<file path="config.mk">
export PLATFORM = sky130hd
export DESIGN_NAME = if_fetch_unit
export DESIGN_NICKNAME = d
export VERILOG_FILES = /design/src/rtl/if_fetch_unit_pkg.sv /design/src/rtl/if_fetch_unit_skid_buf.sv /design/src/rtl/if_fetch_unit.sv
export SDC_FILE = /design/constraint.sdc
export NUM_CORES = 1
export LEC_CHECK = 0
export BUFFER_PORTS_ARGS = -buffer_cell sky130_fd_sc_hd__buf_4
export CAP_MARGIN = 30
export CORE_UTILIZATION = 50
export CTS_CLUSTER_DIAMETER = 40
export DETAILED_ROUTE_END_ITERATION = 6
export GPL_ROUTABILITY_DRIVEN = 0
export PLACE_DENSITY = 0.73
export SYNTH_ARGS = -nofsm -noshare
export SYNTH_HDL_FRONTEND = slang
export SYNTH_SLANG_ARGS = --single-unit
</file>
<file path="constraint.sdc">
create_clock -name clk -period 2.9 [get_ports clk]
set_input_delay 0.435 -clock clk [delete_from_list [all_inputs] [get_ports clk]]
set_output_delay 0.435 -clock clk [all_outputs]
set_load 0.01 [all_outputs]
</file>
<file path="src/rtl/if_fetch_unit_pkg.sv">
`default_nettype none
// ==== if_fetch_unit_pkg : fetch-stage default constants and fetch FSM encoding (rev 1.0) ====
package if_fetch_unit_pkg;

   localparam int unsigned XLEN_DEF      = 64;
   localparam int unsigned ILEN_DEF      = 32;
   localparam logic [63:0] RESET_PC_DEF  = 64'h8000_0000;
   localparam logic [31:0] NOP_INSTR_DEF = 32'h0000_0013;

   typedef enum logic [1:0] {
      S_REQ  = 2'd0,
      S_WAIT = 2'd1,
      S_FULL = 2'd2
   } fetch_state_e;

endpackage
`default_nettype wire

</file>
<file path="src/rtl/if_fetch_unit_skid_buf.sv">
`default_nettype none
// ==== if_skid_buf : one-entry {pc, instr} holding register for a stalled decode (rev 1.0) ====
module if_skid_buf #(
   parameter int unsigned XLEN = 64,
   parameter int unsigned ILEN = 32
) (
   input  logic            clk,
   input  logic            rst_n,
   input  logic            load_i,
   input  logic            clear_i,
   input  logic [XLEN-1:0] pc_i,
   input  logic [ILEN-1:0] instr_i,
   output logic [XLEN-1:0] pc_o,
   output logic [ILEN-1:0] instr_o,
   output logic            full_o
);

   logic [XLEN-1:0] pc_q;
   logic [ILEN-1:0] instr_q;
   logic            full_q;

   always_ff @(posedge clk) begin
      if (!rst_n) begin
         pc_q    <= '0;
         instr_q <= '0;
         full_q  <= 1'b0;
      end else if (clear_i) begin
         full_q  <= 1'b0;
      end else if (load_i) begin
         pc_q    <= pc_i;
         instr_q <= instr_i;
         full_q  <= 1'b1;
      end
   end

   assign pc_o    = pc_q;
   assign instr_o = instr_q;
   assign full_o  = full_q;

endmodule
`default_nettype wire

</file>
<file path="src/rtl/if_fetch_unit.sv">
`default_nettype none
// ==== if_fetch_unit : fetch PC, single-outstanding imem request FSM, IF/ID register (rev 1.0) ====
module if_fetch_unit
   import if_fetch_unit_pkg::*;
#(
   parameter int unsigned          XLEN      = XLEN_DEF,
   parameter int unsigned          ILEN      = ILEN_DEF,
   parameter logic [XLEN-1:0]      RESET_PC  = XLEN'(RESET_PC_DEF),
   parameter logic [ILEN-1:0]      NOP_INSTR = ILEN'(NOP_INSTR_DEF)
) (
   input  logic            clk,
   input  logic            rst_n,
   input  logic            stalln_pc,
   input  logic            stalln_id,
   input  logic            redirect_valid,
   input  logic [XLEN-1:0] redirect_pc,
   output logic            imem_req_valid,
   input  logic            imem_req_ready,
   output logic [XLEN-1:0] imem_req_addr,
   input  logic            imem_rsp_valid,
   input  logic [ILEN-1:0] imem_rsp_data,
   output logic [XLEN-1:0] pc_o,
   output logic [ILEN-1:0] instr_o,
   output logic            id_valid_o
);

   fetch_state_e    state_q, state_d;
   logic [XLEN-1:0] pc_q, pc_d;
   logic            drop_q, drop_d;
   logic [XLEN-1:0] ifid_pc_q, ifid_pc_d;
   logic [ILEN-1:0] ifid_instr_q, ifid_instr_d;
   logic            ifid_valid_q, ifid_valid_d;

   logic            buf_load, buf_clear, buf_full;
   logic [XLEN-1:0] buf_pc;
   logic [ILEN-1:0] buf_instr;
   logic            adv;

   assign adv = stalln_pc & stalln_id;

   if_skid_buf #(.XLEN(XLEN), .ILEN(ILEN)) u_skid_buf (
      .clk     (clk),
      .rst_n   (rst_n),
      .load_i  (buf_load),
      .clear_i (buf_clear),
      .pc_i    (pc_q),
      .instr_i (imem_rsp_data),
      .pc_o    (buf_pc),
      .instr_o (buf_instr),
      .full_o  (buf_full)
   );

   always_ff @(posedge clk) begin
      if (!rst_n) begin
         state_q      <= S_REQ;
         pc_q         <= RESET_PC;
         drop_q       <= 1'b0;
         ifid_pc_q    <= '0;
         ifid_instr_q <= NOP_INSTR;
         ifid_valid_q <= 1'b0;
      end else begin
         state_q      <= state_d;
         pc_q         <= pc_d;
         drop_q       <= drop_d;
         ifid_pc_q    <= ifid_pc_d;
         ifid_instr_q <= ifid_instr_d;
         ifid_valid_q <= ifid_valid_d;
      end
   end

   always_comb begin
      state_d      = state_q;
      pc_d         = pc_q;
      drop_d       = drop_q;
      ifid_pc_d    = ifid_pc_q;
      ifid_instr_d = ifid_instr_q;
      ifid_valid_d = ifid_valid_q;
      buf_load     = 1'b0;
      buf_clear    = 1'b0;

      if (redirect_valid) begin
         // The old request may still be in flight; drop marks its response as stale.
         pc_d         = redirect_pc & ~XLEN'(3);
         ifid_instr_d = NOP_INSTR;
         ifid_valid_d = 1'b0;
         buf_clear    = 1'b1;
         if (state_q == S_WAIT && !imem_rsp_valid) begin
            drop_d  = 1'b1;
            state_d = S_WAIT;
         end else begin
            drop_d  = 1'b0;
            state_d = S_REQ;
         end
      end else begin
         if (stalln_id) begin
            ifid_instr_d = NOP_INSTR;
            ifid_valid_d = 1'b0;
         end
         unique case (state_q)
            S_REQ: begin
               if (imem_req_ready) state_d = S_WAIT;
            end
            S_WAIT: begin
               if (imem_rsp_valid) begin
                  if (drop_q) begin
                     drop_d  = 1'b0;
                     state_d = S_REQ;
                  end else if (adv) begin
                     ifid_pc_d    = pc_q;
                     ifid_instr_d = imem_rsp_data;
                     ifid_valid_d = 1'b1;
                     pc_d         = pc_q + XLEN'(4);
                     state_d      = S_REQ;
                  end else begin
                     buf_load = 1'b1;
                     state_d  = S_FULL;
                  end
               end
            end
            S_FULL: begin
               if (adv && buf_full) begin
                  ifid_pc_d    = buf_pc;
                  ifid_instr_d = buf_instr;
                  ifid_valid_d = 1'b1;
                  pc_d         = pc_q + XLEN'(4);
                  buf_clear    = 1'b1;
                  state_d      = S_REQ;
               end
            end
            default: state_d = S_REQ;
         endcase
      end
   end

   assign imem_req_valid = (state_q == S_REQ) && rst_n;
   assign imem_req_addr  = pc_q;
   assign pc_o           = ifid_pc_q;
   assign instr_o        = ifid_instr_q;
   assign id_valid_o     = ifid_valid_q;

endmodule
`default_nettype wire
</file>
==> run_results.csv <==
group,metric,value,unit
outcome,run_status,"complete, no violations",
yosys,synth_largest_area_cell,"dfxtp_1",
power_and_ir_drop,p_per_area,609,nW/µm²
power_and_ir_drop,ir_worst_vdd,402,µV
yosys,synth_fa_ha_area_share,0.416,%
clock_network,clock_latency,510,ps
final_layout,multi_input_area,6420,µm²
route,vias,11300,
critical_path,startpoint_type,"flip-flop",
yosys,synthDistinctLibCells,61,
min_path,hold_path_depth,2,
critical_path,slowest_delay,610,ps
global_route,grt_pass1_vias,10400,
die,start_util,51.1,%
clock_network,root_buffer,"clkbuf_16",
yosys,synth_top_family_by_area,"compound AO/OA/AOI/OAI gates",
timing,clock_skew,21.4,ps
die,core-area,23500,µm²
global_route,grt_pass1_wl,55400,µm
yosys,synth.avg_cell_area,8.57,µm²
yosys,synth_edf_count,0,
power_and_ir_drop,p_leak,0.00662,µW
yosys,synth_cells,1404,
route,drt_wl_total,35700,µm
yosys,synth_flop_cell,"dfxtp_1",
min_path,min_to,"imem_req_addr[3]$_SDFFE_PN0P_",
yosys,synth-compound-area-share,23.5,%
global_route,antenna_found_initial,0,
critical_path,required,3340,ps
yosys,synth-xor-area-share,2.33,%
clock_network,cts.sinks,255,
final_layout,layout_commonest_cell,"buf_4",
timing,finalCriticalPeriod,2560,ps
timing,hold_viol,0,
die,die_w,157,µm
route,wl_met1,15400,µm
clock_network,clock_path_buffers,3,
route,ant_nets,0,
clock_network,cts_buffers,37,
placement,io_buffers,258,
yosys,seq_area_frac_synth,42.4,%
die,pin_count,265,
clock_network,cts_resized,0,
final_layout,utilization,66.5,%
route,top_layer,"met4",
timing,fin_tns_setup,0,ps
route,first_pass_iters,5,
final_layout,diodes,0,
timing,rsz0062_at_grt,"false",
route,viasPerCell,5.72,
yosys,synthArstFlopShare,0,%
clock_network,cts_tree,"done",
yosys,synth_area_leaders,"dfxtp_1 (42%), nand2_1 (8.8%), o211a_1 (6.0%), a21boi_0 (5.9%), mux2i_1 (4.7%)",
yosys,netlist_area,12000,µm²
timing,relSlewSlack,50.2,%
die,num_rows,56,
yosys,muxShareOfSynthArea,4.66,%
timing,worst-slew-pin-transition,747,ps
die,chipHeight,157,µm
final_layout,regArea,5100,µm²
final_layout,drive_gt1_share,23.6,%
final_layout,area_growth,30.1,%
route,wl_per_cell,18.1,µm
route,met2_length,16900,µm
global_route,grt-ovfl-total,0,
route,first_iter_violations,779,
critical_path,reg2reg_slack,340,ps
route,wl_met3,2630,µm
final_layout,final_cells,1969,
die,dieArea,24700,µm²
critical_path,crit_chain,"nand3_2 > nor4_4 > nand4_2 > or4_1 > a31oi_1",
placement,dp_hpwl,23600,µm
min_path,hold_path_class,"in -> reg",
critical_path,critical_path_class,"reg -> reg",
placement,placed_area,14300,µm²
timing,max_freq,391,MHz
yosys,ys_seq_elements,255,
critical_path,reg2regPathDepth,5,
final_layout,fin_nets,1730,
timing,setup_violations,0,
min_path,min-delay-start,"redirect_pc[3]",
timing,period_share,88.3,%
clock_network,h-tree-depth,2,
route,drc,0,
final_layout,fin_area,15700,µm²
yosys,yosysWarningCount,0,
final_layout,final_cell_mix,"buf_4 (291), nand2_1 (283), dfxtp_1 (255), a21boi_0 (95), o21ai_0 (78)",
critical_path,crit_slowest_cell,"or4_1",
placement,dp.cells,1903,
yosys,yosys.area.top_type_share,42.4,%
clock_network,postCtsSetupBuffers,0,
global_route,grt_max_degree,138,
critical_path,r2r_start,"imem_req_addr[4]$_SDFFE_PN0P_",
global_route,track_usage,28.1,%
flow_run,maxCapViolations,0,
clock_network,path_clk_slew,60,ps
critical_path,cp.arrival,3000,ps
clock_network,hold_buffers,0,
timing,final_max_slew_viol_count,0,
critical_path,r2r_end,"imem_req_addr[50]$_SDFFE_PN0P_",
critical_path,worstPathMaxFanout,11,
final_layout,nFillCells,1999,
critical_path,cp-end-kind,"flip-flop",
yosys,yosys.area_share.simple,22.0,%
metal layers:
layer / GRT usage [%] / vias to the layer above
met1: 36.9 / 5394
met3: 6.66 / 61
met4: 8.69 / 0
met5: 0 / -
li1: - / 5457
met2: 45.7 / 358
logic make-up (layout without fill, tap and decap cells):
logic type | after synthesis | in the layout
compound gates | 394 | 394
simple gates | 528 | 528
mux | 56 | 56
other cells | 1 | 4
fa+ha+maj | 4 | 4
flops | 255 | 255
buf+inv | 134 | 377
xor+xnor | 32 | 32
critical path: cells and delay by family (launching register included):
family           cells  cell delay (ps)
AND/OR/NAND/NOR      4             1830
AO/OA/AOI/OAI        1              170
flip-flops           1              480
state kept, by name (all words and copies together), names as in the netlist:
| name | cells |
|---|---|
| imem_req_addr | 62 |
| pc_o | 62 |
| u_skid_buf.pc_o | 62 |
| instr_o | 32 |
| u_skid_buf.instr_o | 32 |
| state_q | 2 |
| drop_q | 1 |
| id_valid_o | 1 |
| u_skid_buf.full_o | 1 |
cells in the mapped netlist, types with 4 or more instances:
| master | number |
|---|---|
| a21oi_1 | 61 |
| a31oi_1 | 17 |
| nor4_1 | 5 |
| nand2b_1 | 9 |
| and2_1 | 5 |
| ha_1 | 4 |
| a2bb2oi_1 | 23 |
| nor4_2 | 4 |
| nor4_4 | 4 |
| or4_1 | 16 |
| nand4_2 | 4 |
| nor3b_1 | 4 |
| o21ai_0 | 78 |
| dfxtp_1 | 255 |
| xnor2_1 | 18 |
| nor4b_1 | 4 |
| or3_1 | 5 |
| o31ai_1 | 13 |
| a21boi_0 | 95 |
| nand2_1 | 283 |
| mux2i_1 | 56 |
| nor2_1 | 48 |
| o211ai_1 | 8 |
| buf_4 | 6 |
| nand4_1 | 32 |
| nor3_1 | 14 |
| and4_1 | 9 |
| xor2_1 | 14 |
| and3_1 | 13 |
| buf_1 | 16 |
| clkbuf_1 | 90 |
| nor2b_1 | 26 |
| o211a_1 | 72 |
| nand3_1 | 34 |
| buf_2 | 8 |
| inv_1 | 10 |
| a32oi_1 | 7 |
worst max-delay path by stage:
stage | from | endpoint | slack [ps] | cells after the start
6_report | imem_req_addr[4]$_SDFFE_PN0P_ | imem_req_addr[50]$_SDFFE_PN0P_ | 340 | 5
4_1_cts | imem_req_addr[4]$_SDFFE_PN0P_ | imem_req_addr[50]$_SDFFE_PN0P_ | 360 | 5
3_5_place_dp | stalln_id | pc_o[45]$_SDFFE_PN0P_ | 280 | 8
2_1_floorplan | state_q[0]$_SDFFE_PN0P_ | imem_req_addr[59]$_SDFFE_PN0P_ | 640 | 8
3_3_place_gp | stalln_id | imem_req_addr[30]$_SDFFE_PN0P_ | 300 | 7
5_1_grt | imem_req_addr[4]$_SDFFE_PN0P_ | imem_req_addr[50]$_SDFFE_PN0P_ | 240 | 5
where the power goes:
group          internal (µW)  total (µW)  leakage [µW]  switching [µW]
Sequential              3640        3790       0.00208             153
Combinational            457         946       0.00389             489
Clock                   3120        4790      0.000654            1680
per-stage QoR:
| step | total power, µW | worst slack (ps) | hold WS (ps) |
|---|---|---|---|
| 6_report | 9530 | 340 | 169 |
| 5_1_grt | 9840 | 245 | 155 |
| 4_1_cts | 9600 | 359 | 149 |
| 3_5_place_dp | 4800 | 278 | 446 |
| 3_3_place_gp | 4780 | 304 | 441 |
| 2_1_floorplan | 4320 | 637 | 437 |
area by class of cell:
type,instances,share of cell area (%)
Clock buffer,47,6.68
Clock inverter,19,1.81
Inverter,11,0.264
Multi-Input combinational cell,1018,41.0
Sequential cell,255,32.6
Tap cell,319,2.55
Timing Repair Buffer,300,15.1
Note: power is estimated with default switching activity, not from simulation.
